File: src/rtl/ov7670_tx_pkg.sv
// Shared types and constants for the OV7670 DVP transmit-side generator.
package ov7670_tx_pkg;

    typedef logic [15:0] rgb565_t;

    typedef enum logic [2:0] {
        IDLE,
        VSYNC,
        VBACK,
        ACTIVE,
        VFRONT
    } state_e;

    typedef enum logic [1:0] {
        PAT_BARS     = 2'd0,
        PAT_GRADIENT = 2'd1,
        PAT_CHECKER  = 2'd2,
        PAT_SOLID    = 2'd3
    } pattern_e;

    localparam rgb565_t BAR_WHITE   = 16'hFFFF;
    localparam rgb565_t BAR_YELLOW  = 16'hFFE0;
    localparam rgb565_t BAR_CYAN    = 16'h07FF;
    localparam rgb565_t BAR_GREEN   = 16'h07E0;
    localparam rgb565_t BAR_MAGENTA = 16'hF81F;
    localparam rgb565_t BAR_RED     = 16'hF800;
    localparam rgb565_t BAR_BLUE    = 16'h001F;
    localparam rgb565_t BAR_BLACK   = 16'h0000;

    function automatic rgb565_t bar_color(input logic [2:0] idx);
        case (idx)
            3'd0:    bar_color = BAR_WHITE;
            3'd1:    bar_color = BAR_YELLOW;
            3'd2:    bar_color = BAR_CYAN;
            3'd3:    bar_color = BAR_GREEN;
            3'd4:    bar_color = BAR_MAGENTA;
            3'd5:    bar_color = BAR_RED;
            3'd6:    bar_color = BAR_BLUE;
            default: bar_color = BAR_BLACK;
        endcase
    endfunction

endpackage

File: src/rtl/ov7670_pattern_gen.sv
// Combinational test-pattern source: maps pixel position and frame context to an RGB565 value.
module ov7670_pattern_gen
    import ov7670_tx_pkg::*;
(
    input  logic [4:0] x_i,
    input  logic [5:0] y_i,
    input  logic [2:0] bar_idx_i,
    input  pattern_e   pattern_i,
    input  rgb565_t    solid_i,
    input  logic [4:0] frame_cnt_i,
    output rgb565_t    rgb_o
);

    always_comb begin
        rgb_o = '0;
        case (pattern_i)
            PAT_BARS:     rgb_o = bar_color(bar_idx_i);
            PAT_GRADIENT: rgb_o = {x_i, y_i, frame_cnt_i};
            PAT_CHECKER:  rgb_o = (x_i[3] ^ y_i[3]) ? 16'hFFFF : 16'h0000;
            default:      rgb_o = solid_i;
        endcase
    end

endmodule

File: src/rtl/ov7670_stream_gen.sv
// OV7670 DVP transmitter: emits PCLK/VSYNC/HREF/D with VGA-style frame timing and RGB565 test patterns.
module ov7670_stream_gen
    import ov7670_tx_pkg::*;
#(
    parameter int   H_ACTIVE     = 640,
    parameter int   H_BLANK      = 144,
    parameter int   V_ACTIVE     = 480,
    parameter int   VSYNC_LINES  = 3,
    parameter int   V_BACK       = 17,
    parameter int   V_FRONT      = 10,
    parameter logic VSYNC_ACTIVE = 1'b1
) (
    input  logic        clk,
    input  logic        rst_n,
    input  logic        enable,
    input  logic [1:0]  pattern_sel,
    input  logic [15:0] solid_rgb,
    output logic        pclk,
    output logic        vsync,
    output logic        href,
    output logic [7:0]  d,
    output logic        busy,
    output logic        frame_done,
    output logic [15:0] frame_cnt,
    output state_e      dbg_state
);

    localparam int SLOTS      = 2 * (H_ACTIVE + H_BLANK);
    localparam int HREF_SLOTS = 2 * H_ACTIVE;
    localparam int BAR_PIX    = H_ACTIVE / 8;

    function automatic logic [15:0] lines_in(input state_e s);
        case (s)
            VSYNC:   lines_in = 16'(VSYNC_LINES);
            VBACK:   lines_in = 16'(V_BACK);
            ACTIVE:  lines_in = 16'(V_ACTIVE);
            VFRONT:  lines_in = 16'(V_FRONT);
            default: lines_in = 16'd1;
        endcase
    endfunction

    state_e      state_q, state_d;
    pattern_e    pat_q;
    rgb565_t     solid_q, rgb;
    logic        pclk_q, vsync_q, href_q, busy_q, frame_done_q;
    logic [7:0]  d_q;
    logic [15:0] frame_cnt_q;
    logic [15:0] slot_q, slot_d, line_q, line_d, bar_cnt_q, bar_cnt_d;
    logic [2:0]  bar_idx_q, bar_idx_d;
    logic        start_frame, last_slot, last_line, last_clk, href_d;

    assign last_slot = (slot_q == 16'(SLOTS - 1));
    assign last_line = (line_q == lines_in(state_q) - 16'd1);
    // Last clk of a frame is the pclk-high half of the final VFRONT slot.
    assign last_clk  = !pclk_q && (state_q == VFRONT) && last_slot && last_line;

    // Position is advanced only at slot boundaries (pclk high -> low), so *_d
    // describe the slot whose outputs are being loaded.
    always_comb begin
        state_d     = state_q;
        slot_d      = slot_q;
        line_d      = line_q;
        bar_cnt_d   = bar_cnt_q;
        bar_idx_d   = bar_idx_q;
        start_frame = 1'b0;
        if (pclk_q) begin
            if (state_q == IDLE) begin
                if (enable) begin
                    state_d     = VSYNC;
                    slot_d      = '0;
                    line_d      = '0;
                    start_frame = 1'b1;
                end
            end else if (!last_slot) begin
                slot_d = slot_q + 16'd1;
            end else begin
                slot_d = '0;
                if (!last_line) begin
                    line_d = line_q + 16'd1;
                end else begin
                    line_d = '0;
                    case (state_q)
                        VSYNC:  state_d = VBACK;
                        VBACK:  state_d = ACTIVE;
                        ACTIVE: state_d = VFRONT;
                        default: begin
                            if (enable) begin
                                state_d     = VSYNC;
                                start_frame = 1'b1;
                            end else begin
                                state_d = IDLE;
                            end
                        end
                    endcase
                end
            end
            if (slot_d == 16'd0) begin
                bar_cnt_d = '0;
                bar_idx_d = '0;
            end else if (!slot_d[0]) begin
                if (bar_cnt_q == 16'(BAR_PIX - 1)) begin
                    bar_cnt_d = '0;
                    bar_idx_d = bar_idx_q + 3'd1;
                end else begin
                    bar_cnt_d = bar_cnt_q + 16'd1;
                end
            end
        end
    end

    assign href_d = (state_d == ACTIVE) && (slot_d < 16'(HREF_SLOTS));

    ov7670_pattern_gen u_pattern (
        .x_i         (slot_d[5:1]),
        .y_i         (line_d[5:0]),
        .bar_idx_i   (bar_idx_d),
        .pattern_i   (pat_q),
        .solid_i     (solid_q),
        .frame_cnt_i (frame_cnt_q[4:0]),
        .rgb_o       (rgb)
    );

    always_ff @(posedge clk or negedge rst_n) begin
        if (!rst_n) begin
            state_q      <= IDLE;
            pclk_q       <= 1'b0;
            slot_q       <= '0;
            line_q       <= '0;
            bar_cnt_q    <= '0;
            bar_idx_q    <= '0;
            pat_q        <= PAT_BARS;
            solid_q      <= '0;
            vsync_q      <= ~VSYNC_ACTIVE;
            href_q       <= 1'b0;
            d_q          <= '0;
            busy_q       <= 1'b0;
            frame_done_q <= 1'b0;
            frame_cnt_q  <= '0;
        end else begin
            pclk_q       <= ~pclk_q;
            state_q      <= state_d;
            slot_q       <= slot_d;
            line_q       <= line_d;
            bar_cnt_q    <= bar_cnt_d;
            bar_idx_q    <= bar_idx_d;
            frame_done_q <= last_clk;
            if (last_clk) begin
                frame_cnt_q <= frame_cnt_q + 16'd1;
            end
            if (start_frame) begin
                pat_q   <= pattern_e'(pattern_sel);
                solid_q <= solid_rgb;
            end
            if (pclk_q) begin
                vsync_q <= (state_d == VSYNC) ? VSYNC_ACTIVE : ~VSYNC_ACTIVE;
                href_q  <= href_d;
                d_q     <= href_d ? (slot_d[0] ? rgb[7:0] : rgb[15:8]) : 8'h00;
                busy_q  <= (state_d != IDLE);
            end
        end
    end

    assign pclk       = pclk_q;
    assign vsync      = vsync_q;
    assign href       = href_q;
    assign d          = d_q;
    assign busy       = busy_q;
    assign frame_done = frame_done_q;
    assign frame_cnt  = frame_cnt_q;
    assign dbg_state  = state_q;

endmodule

File: config.mk
export PLATFORM = sky130hd
export DESIGN_NAME = ov7670_stream_gen
export DESIGN_NICKNAME = d
export VERILOG_FILES = /design/src/rtl/ov7670_tx_pkg.sv /design/src/rtl/ov7670_pattern_gen.sv /design/src/rtl/ov7670_stream_gen.sv
export SDC_FILE = /design/constraint.sdc
export NUM_CORES = 1
export LEC_CHECK = 0
export ABC_AREA = 1
export CAP_MARGIN = 5
export CORE_MARGIN = 10
export CORE_UTILIZATION = 55
export DETAILED_ROUTE_END_ITERATION = 10
export HOLD_SLACK_MARGIN = 0.06
export PLACE_DENSITY = 0.81
export SLEW_MARGIN = 30
export SYNTH_ARGS = -nofsm -noshare
export SYNTH_HDL_FRONTEND = slang
export SYNTH_SLANG_ARGS = --single-unit
export TNS_END_PERCENT = 30
File: constraint.sdc
create_clock -name clk -period 3.4 [get_ports clk]
set_input_delay 0.34 -clock clk [delete_from_list [all_inputs] [get_ports clk]]
set_output_delay 0.34 -clock clk [all_outputs]
set_load 0.02 [all_outputs]
Word level (Yosys, flattened, before mapping) --
Cells that the tools add are included.
Word-level totals: register bits 101, input port bits 21
Cells by class: reductions and logical operators 14, mux-type cells 37, $add $sub $neg 6, eq/ne operators 19, magnitude comparators 1, bitwise logic cells 2
Operators by type and width (number):
- 2-to-1 mux 16 bit | 13
- one-hot mux 16 bit (7 select lines) | 1
- adder 16 x 1 -> 16 bit, second input constant | 4
- one-hot mux 16 bit (3 select lines) | 1
- one-hot mux 9 bit (4 select lines) | 1
- 2-to-1 mux 3 bit | 9
- == test 16 x 11 -> 1 bit, second input constant | 1
- == test 16 bit | 1
- == test 16 x 7 -> 1 bit, second input constant | 1
- zero test 16 bit | 1
- less-than comparator 16 x 11 -> 1 bit, second input constant | 1
- 2-to-1 mux 8 bit | 2
- subtractor 16 x 1 -> 16 bit, second input constant | 1
- == test 3 x 2 -> 1 bit, second input constant | 5
- == test 3 bit, second input constant | 4
- == test 3 x 1 -> 1 bit, second input constant | 3
- one-hot mux 3 bit (3 select lines) | 1
- 2-to-1 mux 1 bit | 8
- zero test 3 bit | 2
- 2-to-1 mux 6 bit | 1
- logical AND 1 bit | 4
- inequality test 2 bit, second input constant | 2
- adder 3 x 1 -> 3 bit, second input constant | 1
- AND reduction 3 bit | 1
- other kinds (10) | 10

Logic depth before layout (Yosys ltp) --
depth in word-level cells 13, depth in mapped cells 26, mapped depth without buffers 25

Hierarchy --
From an unflattened synthesis, not the netlist that was laid out.
Second synthesis, totals: cell total of the unflattened synthesis 853, area total of the unflattened synthesis 6252.2 um^2
By module, submodules not included:
- ov7670_stream_gen | times used 1, sequential area each 2527.4 um^2, area an instance 5733.0 um^2, cells an instance 752
- ov7670_pattern_gen | times used 1, sequential area each 0.0 um^2, area an instance 519.2 um^2, cells an instance 101

Worst setup path before layout --
OpenSTA, ideal clock, no wires.
path type register -> register, start reg state_q[0], in the netlist dbg_state[0], end reg frame_cnt_q[14], in the netlist frame_cnt[14], arrival time 3000 ps, path slack 278 ps, stages on the path, launching flop included 24, path buffers 0, required time 3278 ps, path through dfrtp_1 > nor2_2 > nand2_2 > nand2_2 > ha_1 > nand2_1 > nor2_1 > ha_1 > nand2_1 > inv_1 > nor2_1 > nand2_1 > nor2_1 > nand2_1 > nor2_4 > nand3_4 > nor2_8 > nand3_2 > nor2_4 > nand2_2 > nor2_4 > nand4_2 > nor3_1 > nor2_1
Between the ends: word-level cells in the longest chain between the ends 5, elaborated cells on any way between the ends 10, classes of those cells add/sub: 1; eq/ne: 5; mux: 1; reduce/logical: 3
RTL lines:
- from (decl) | RTL line ov7670_stream_gen.sv:42 | state_e state_q, state_d;
- from (signal assigned) | RTL line ov7670_stream_gen.sv:141 | state_q <= state_d;
- == test 3 bit, or another cell as far along | RTL line ov7670_stream_gen.sv:33, ov7670_stream_gen.sv:55
- one-hot mux 9 bit (4 select lines) | RTL line ov7670_stream_gen.sv:33 | case (s)
- subtractor 16 x 1 -> 16 bit | RTL line ov7670_stream_gen.sv:53 | assign last_line = (line_q == lines_in(state_q) - 16'd1);
- == test 16 bit | RTL line ov7670_stream_gen.sv:53
- logical AND 1 bit (*) | RTL line ov7670_stream_gen.sv:55 | assign last_clk = !pclk_q && (state_q == VFRONT) && last_slot && last_line;
- via last_clk | RTL line ov7670_stream_gen.sv:50 | logic start_frame, last_slot, last_line, last_clk, href_d;
- to (signal assigned) | RTL line ov7670_stream_gen.sv:148 | frame_cnt_q <= frame_cnt_q + 16'd1;
- to (decl) | RTL line ov7670_stream_gen.sv:47 | logic [15:0] frame_cnt_q;
Mark *: on every way through the listed nets, which the timed path passes. The rest lies on a longest branch. A chain may end at the register's enable or synchronous reset.

Worst setup path after layout --
start reg state_q[1], in the netlist dbg_state[1], end reg d_q[5], in the netlist d[5]
Between the ends: elaborated cells on any way between the ends 41, classes of those cells add/sub: 1; order compare: 1; eq/ne: 12; mux: 22; bitwise: 1; reduce/logical: 4
RTL lines:
- == test 3 bit, or another cell as far along | RTL line ov7670_stream_gen.sv:33
- one-hot mux 9 bit (4 select lines) | RTL line ov7670_stream_gen.sv:33
- subtractor 16 x 1 -> 16 bit | RTL line ov7670_stream_gen.sv:53
- == test 16 bit | RTL line ov7670_stream_gen.sv:53
- 2-to-1 mux 3 bit | RTL line ov7670_stream_gen.sv:78 | if (!last_line) begin
- 2-to-1 mux 3 bit | RTL line ov7670_stream_gen.sv:74 | end else if (!last_slot) begin
- 2-to-1 mux 3 bit (*) | RTL line ov7670_stream_gen.sv:67 | if (state_q == IDLE) begin
- 2-to-1 mux 3 bit (*) | RTL line ov7670_stream_gen.sv:66 | if (pclk_q) begin
- via state_d[0] | RTL line ov7670_stream_gen.sv:42
- == test 3 x 2 -> 1 bit (*) | RTL line ov7670_stream_gen.sv:111 | assign href_d = (state_d == ACTIVE) && (slot_d < 16'(HREF_SLOTS));
- logical AND 1 bit (*) | RTL line ov7670_stream_gen.sv:111
- 2-to-1 mux 8 bit (*) | RTL line ov7670_stream_gen.sv:157 | d_q <= href_d ? (slot_d[0] ? rgb[7:0] : rgb[15:8]) : 8'h00;
- to (signal assigned) | RTL line ov7670_stream_gen.sv:157
- to (decl) | RTL line ov7670_stream_gen.sv:46 | logic [7:0] d_q;
Mark *: on every way through the listed nets, which the timed path passes. The rest lies on a longest branch. The select of a mux whose other input is x is not followed.

==> results.py <==
metrics = {
    "run_status": {
        "status": "finished clean",
    },
    "timing": {
        "rsz0062_at_grt": "true",
        "min_period_over_period": 0.9693,
        "slew_headroom": 0.5077,
        "layout_min_cycle_time_ns": 3.296,
        "report.final.hold_viol_count": 0,
        "max_freq_mhz": 303.4,
        "worst_pin_slew_ns": 0.7384,
        "whs_ns": 0.4865,
        "finalSetupViolCount": 0,
        "maxSlewViolCount": 0,
        "setup_tns_ns": 0,
        "skew_ns": 0.009919,
    },
    "detailed_routing": {
        "routed_via_density": 5.554,
        "ant_nets": 0,
        "drt_iter0_drc": 648,
        "drc": 0,
        "dr.pass1.iters": 5,
        "dr_total_vias": 5937,
        "drt-total-wl_mm": 16.21,
        "wl_per_cell_um": 15.16,
    },
    "cells_and_area": {
        "antenna_cells": 0,
        "multi_input_area_sq_mm": 0.003357,
        "fillers": 884,
        "seq_area_sq_mm": 0.002530,
        "final_area_sq_mm": 0.007426,
        "layout-drive-gt1-share": 0.1141,
        "stdcell_count": 1069,
        "area_delta_synth_final_pct": 19.15,
        "fin_nets": 954,
    },
    "die": {
        "initial_core_util": 0.5674,
        "die_y_um": 126.5,
        "fp.coreArea_sq_mm": 0.01098,
        "pin_count": 53,
        "die_area_sq_mm": 0.01599,
        "die_x_um": 126.5,
        "rows": 38,
    },
    "clocking": {
        "cts_root_buffer": "clkbuf_16",
        "clk_latency_ns": 0.36,
        "cts_tree": "done",
        "clk_path_buf_depth": 2,
        "cts_htree_levels": 3,
        "cts.sinks": 101,
        "cts.clk_slew.worst_paths_ns": 0.08,
        "cts_inserted_buffers": 9,
    },
    "yosys": {
        "yosysMostFrequentCell": "nand2_1",
        "synth_top_area_frac": 0.4055,
        "yosysWarnings": 0,
        "async_reset_ff_frac": 1.000,
        "synthTopCellsByCount": "244 x nand2_1, 105 x nor2_1, 101 x dfrtp_1",
        "synth_seq_cells": 101,
        "netlist_area_sq_mm": 0.006232,
        "syn_nets": 888,
        "synth_flop_cell": "dfrtp_1",
        "ys_seq_area_frac": 0.4055,
        "syn_area_per_cell_sq_um": 7.264,
        "postSynthCellCount": 858,
        "ys_top_cells_by_area": "dfrtp_1 41%, nand2_1 15%, nor2_1 6.3%",
        "ys_types": 46,
        "yosys.area.top_type": "dfrtp_1",
        "synth_edf_count": 0,
    },
    "setup_path": {
        "reg2reg_depth": 25,
        "critPathKind": "flop to flop",
        "cp_max_fo": 8,
        "start_kind": "flop",
        "r2r_start": "dbg_state[1]",
        "crit_required_ns": 3.69,
        "rrSetupSlack_ns": 0.10,
        "endpoint_kind": "flop",
        "arrival_ns": 3.59,
        "rr_endpoint": "d[5]",
    },
    "grt": {
        "grt_pass1_wl_mm": 26.86,
        "grt_pass1_vias": 5576,
        "grt_max_degree": 58,
        "grt-ovfl-total": 0,
        "grt_antenna_before_repair": 0,
        "grtUsageTotal": 0.1997,
    },
    "min_path": {
        "worstHoldEndpoint": "d[5]",
        "hold_path.class": "flop to flop",
        "min_from": "d[5]",
        "hold_path_depth": 2,
    },
    "placement": {
        "place_inst": 1042,
        "hpwlAfterDp_mm": 11.58,
        "place_area_sq_mm": 0.006915,
        "gp_congestion": 0.9617,
        "port_buffers": 52,
    },
    "pwr": {
        "worst_ir_drop_vdd_uv": 319.1,
        "p_per_area_mw_per_mm2": 306.2,
        "p_leak_nw": 3.768,
    },
    "job": {
        "maxCapViolCount": 0,
    },
}
## area by class of cell
type,instances,area share
repair buffers,71,0.08981
inverters,107,0.05442
multi-input cells,634,0.4521
clock inverters,7,0.009099
clock buffers,9,0.03033
well taps,140,0.02359
flip-flops and latches,101,0.3407
## routing by layer
layer  global-route usage  vias up  routed length [um]
met5                    0        -                   0
met4              0.06564        0                 322
met3              0.05289       38                1157
met2               0.3101      236                7470
met1               0.2641     2757                7260
li1                     -     2906                   -
## power by group
part | internal, mW | switching, mW
logic | 0.0219 | 0.0275
clock network | 0.516 | 0.508
registers | 1.20 | 0
## worst max-delay path, cell delays in order, from the launching register on
cell     delay, ns
dfrtp_2       0.49
nor2_4        0.19
nand2_4       0.09
nand2_4       0.08
ha_4          0.14
nand2_2       0.06
nor2_2        0.11
ha_1          0.24
nand2_1       0.07
inv_1         0.05
nor2_2        0.09
nand2_1       0.06
nor2_1        0.08
nand2_1       0.09
nor2_4        0.16
nand3_4       0.16
buf_6         0.18
o21ai_2       0.15
nand3_2       0.09
nand2_2       0.09
inv_2         0.04
nand2_4       0.07
nand2_4       0.07
nor2_8        0.18
nand3_1       0.11
nand2_1       0.07
## how the worst max path moves through the flow
stage | startpoint | endpoint | slack (ns) | cells past startpoint
floorplan | dbg_state[0] | frame_cnt[14] | 0.28 | 23
global placement | dbg_state[1] | d[4] | 0.13 | 25
detailed placement | dbg_state[1] | d[5] | 0.03 | 24
CTS | dbg_state[1] | d[5] | 0.0003 | 24
global route | dbg_state[1] | d[5] | -0.15 | 23
finish | dbg_state[1] | d[5] | 0.10 | 25
## registers in the layout, summed over array words and instances (netlist names)
| signal | count |
|---|---|
| busy | 1 |
| solid_q | 16 |
| frame_cnt | 16 |
| vsync | 1 |
| dbg_state | 3 |
| href | 1 |
| frame_done | 1 |
| bar_cnt_q | 16 |
| pat_q | 2 |
| d | 8 |
| line_q | 16 |
| pclk | 1 |
| slot_q | 16 |
| bar_idx_q | 3 |
## stage by stage
step | setup slack [ns] | power, mW | util
6_report | 0.1044 | 2.274 | 0.6761
5_1_grt | -0.1461 | 2.356 | 0.6761
4_1_cts | 0.0003166 | 2.293 | 0.6572
3_5_place_dp | 0.03134 | 1.274 | 0.6296
3_3_place_gp | 0.1322 | 1.273 | 0.6296
2_1_floorplan | 0.2779 | 1.224 | -
## cell usage in the layout (no fill, tap or decap), drive strengths merged, types with 15 or more instances in the layout
cell type,count
xor2,23
o22ai,19
nor3,15
clkdlybuf4s50,51
nand4,21
o21ai,26
nand2,256
dfrtp,101
buf,19
nor2,119
nand3,81
a21oi,28
inv,110
## timing repair
item                                    4_1_cts  5_1_grt
hold endpoints to repair                      7        0
hold buffers                                  1        0
buffers inserted                              0        9
endpoints found under the setup margin        0       29
gates resized for setup                       0       33
## cell families (layout without fill, tap and decap cells)
family | Yosys count | after routing | share of synthesized area
AOI/OAI and AO/OA | 83 | 83 | 0.07790
xor gates and xnor gates | 36 | 36 | 0.05059
adders and majority gates | 9 | 9 | 0.01807
buffers and inverters | 124 | 194 | 0.07689
DFF | 101 | 101 | 0.4055
muxes | 3 | 3 | 0.005220
and+or+nand+nor | 502 | 503 | 0.3658
Power figures use the tool's default switching activity.
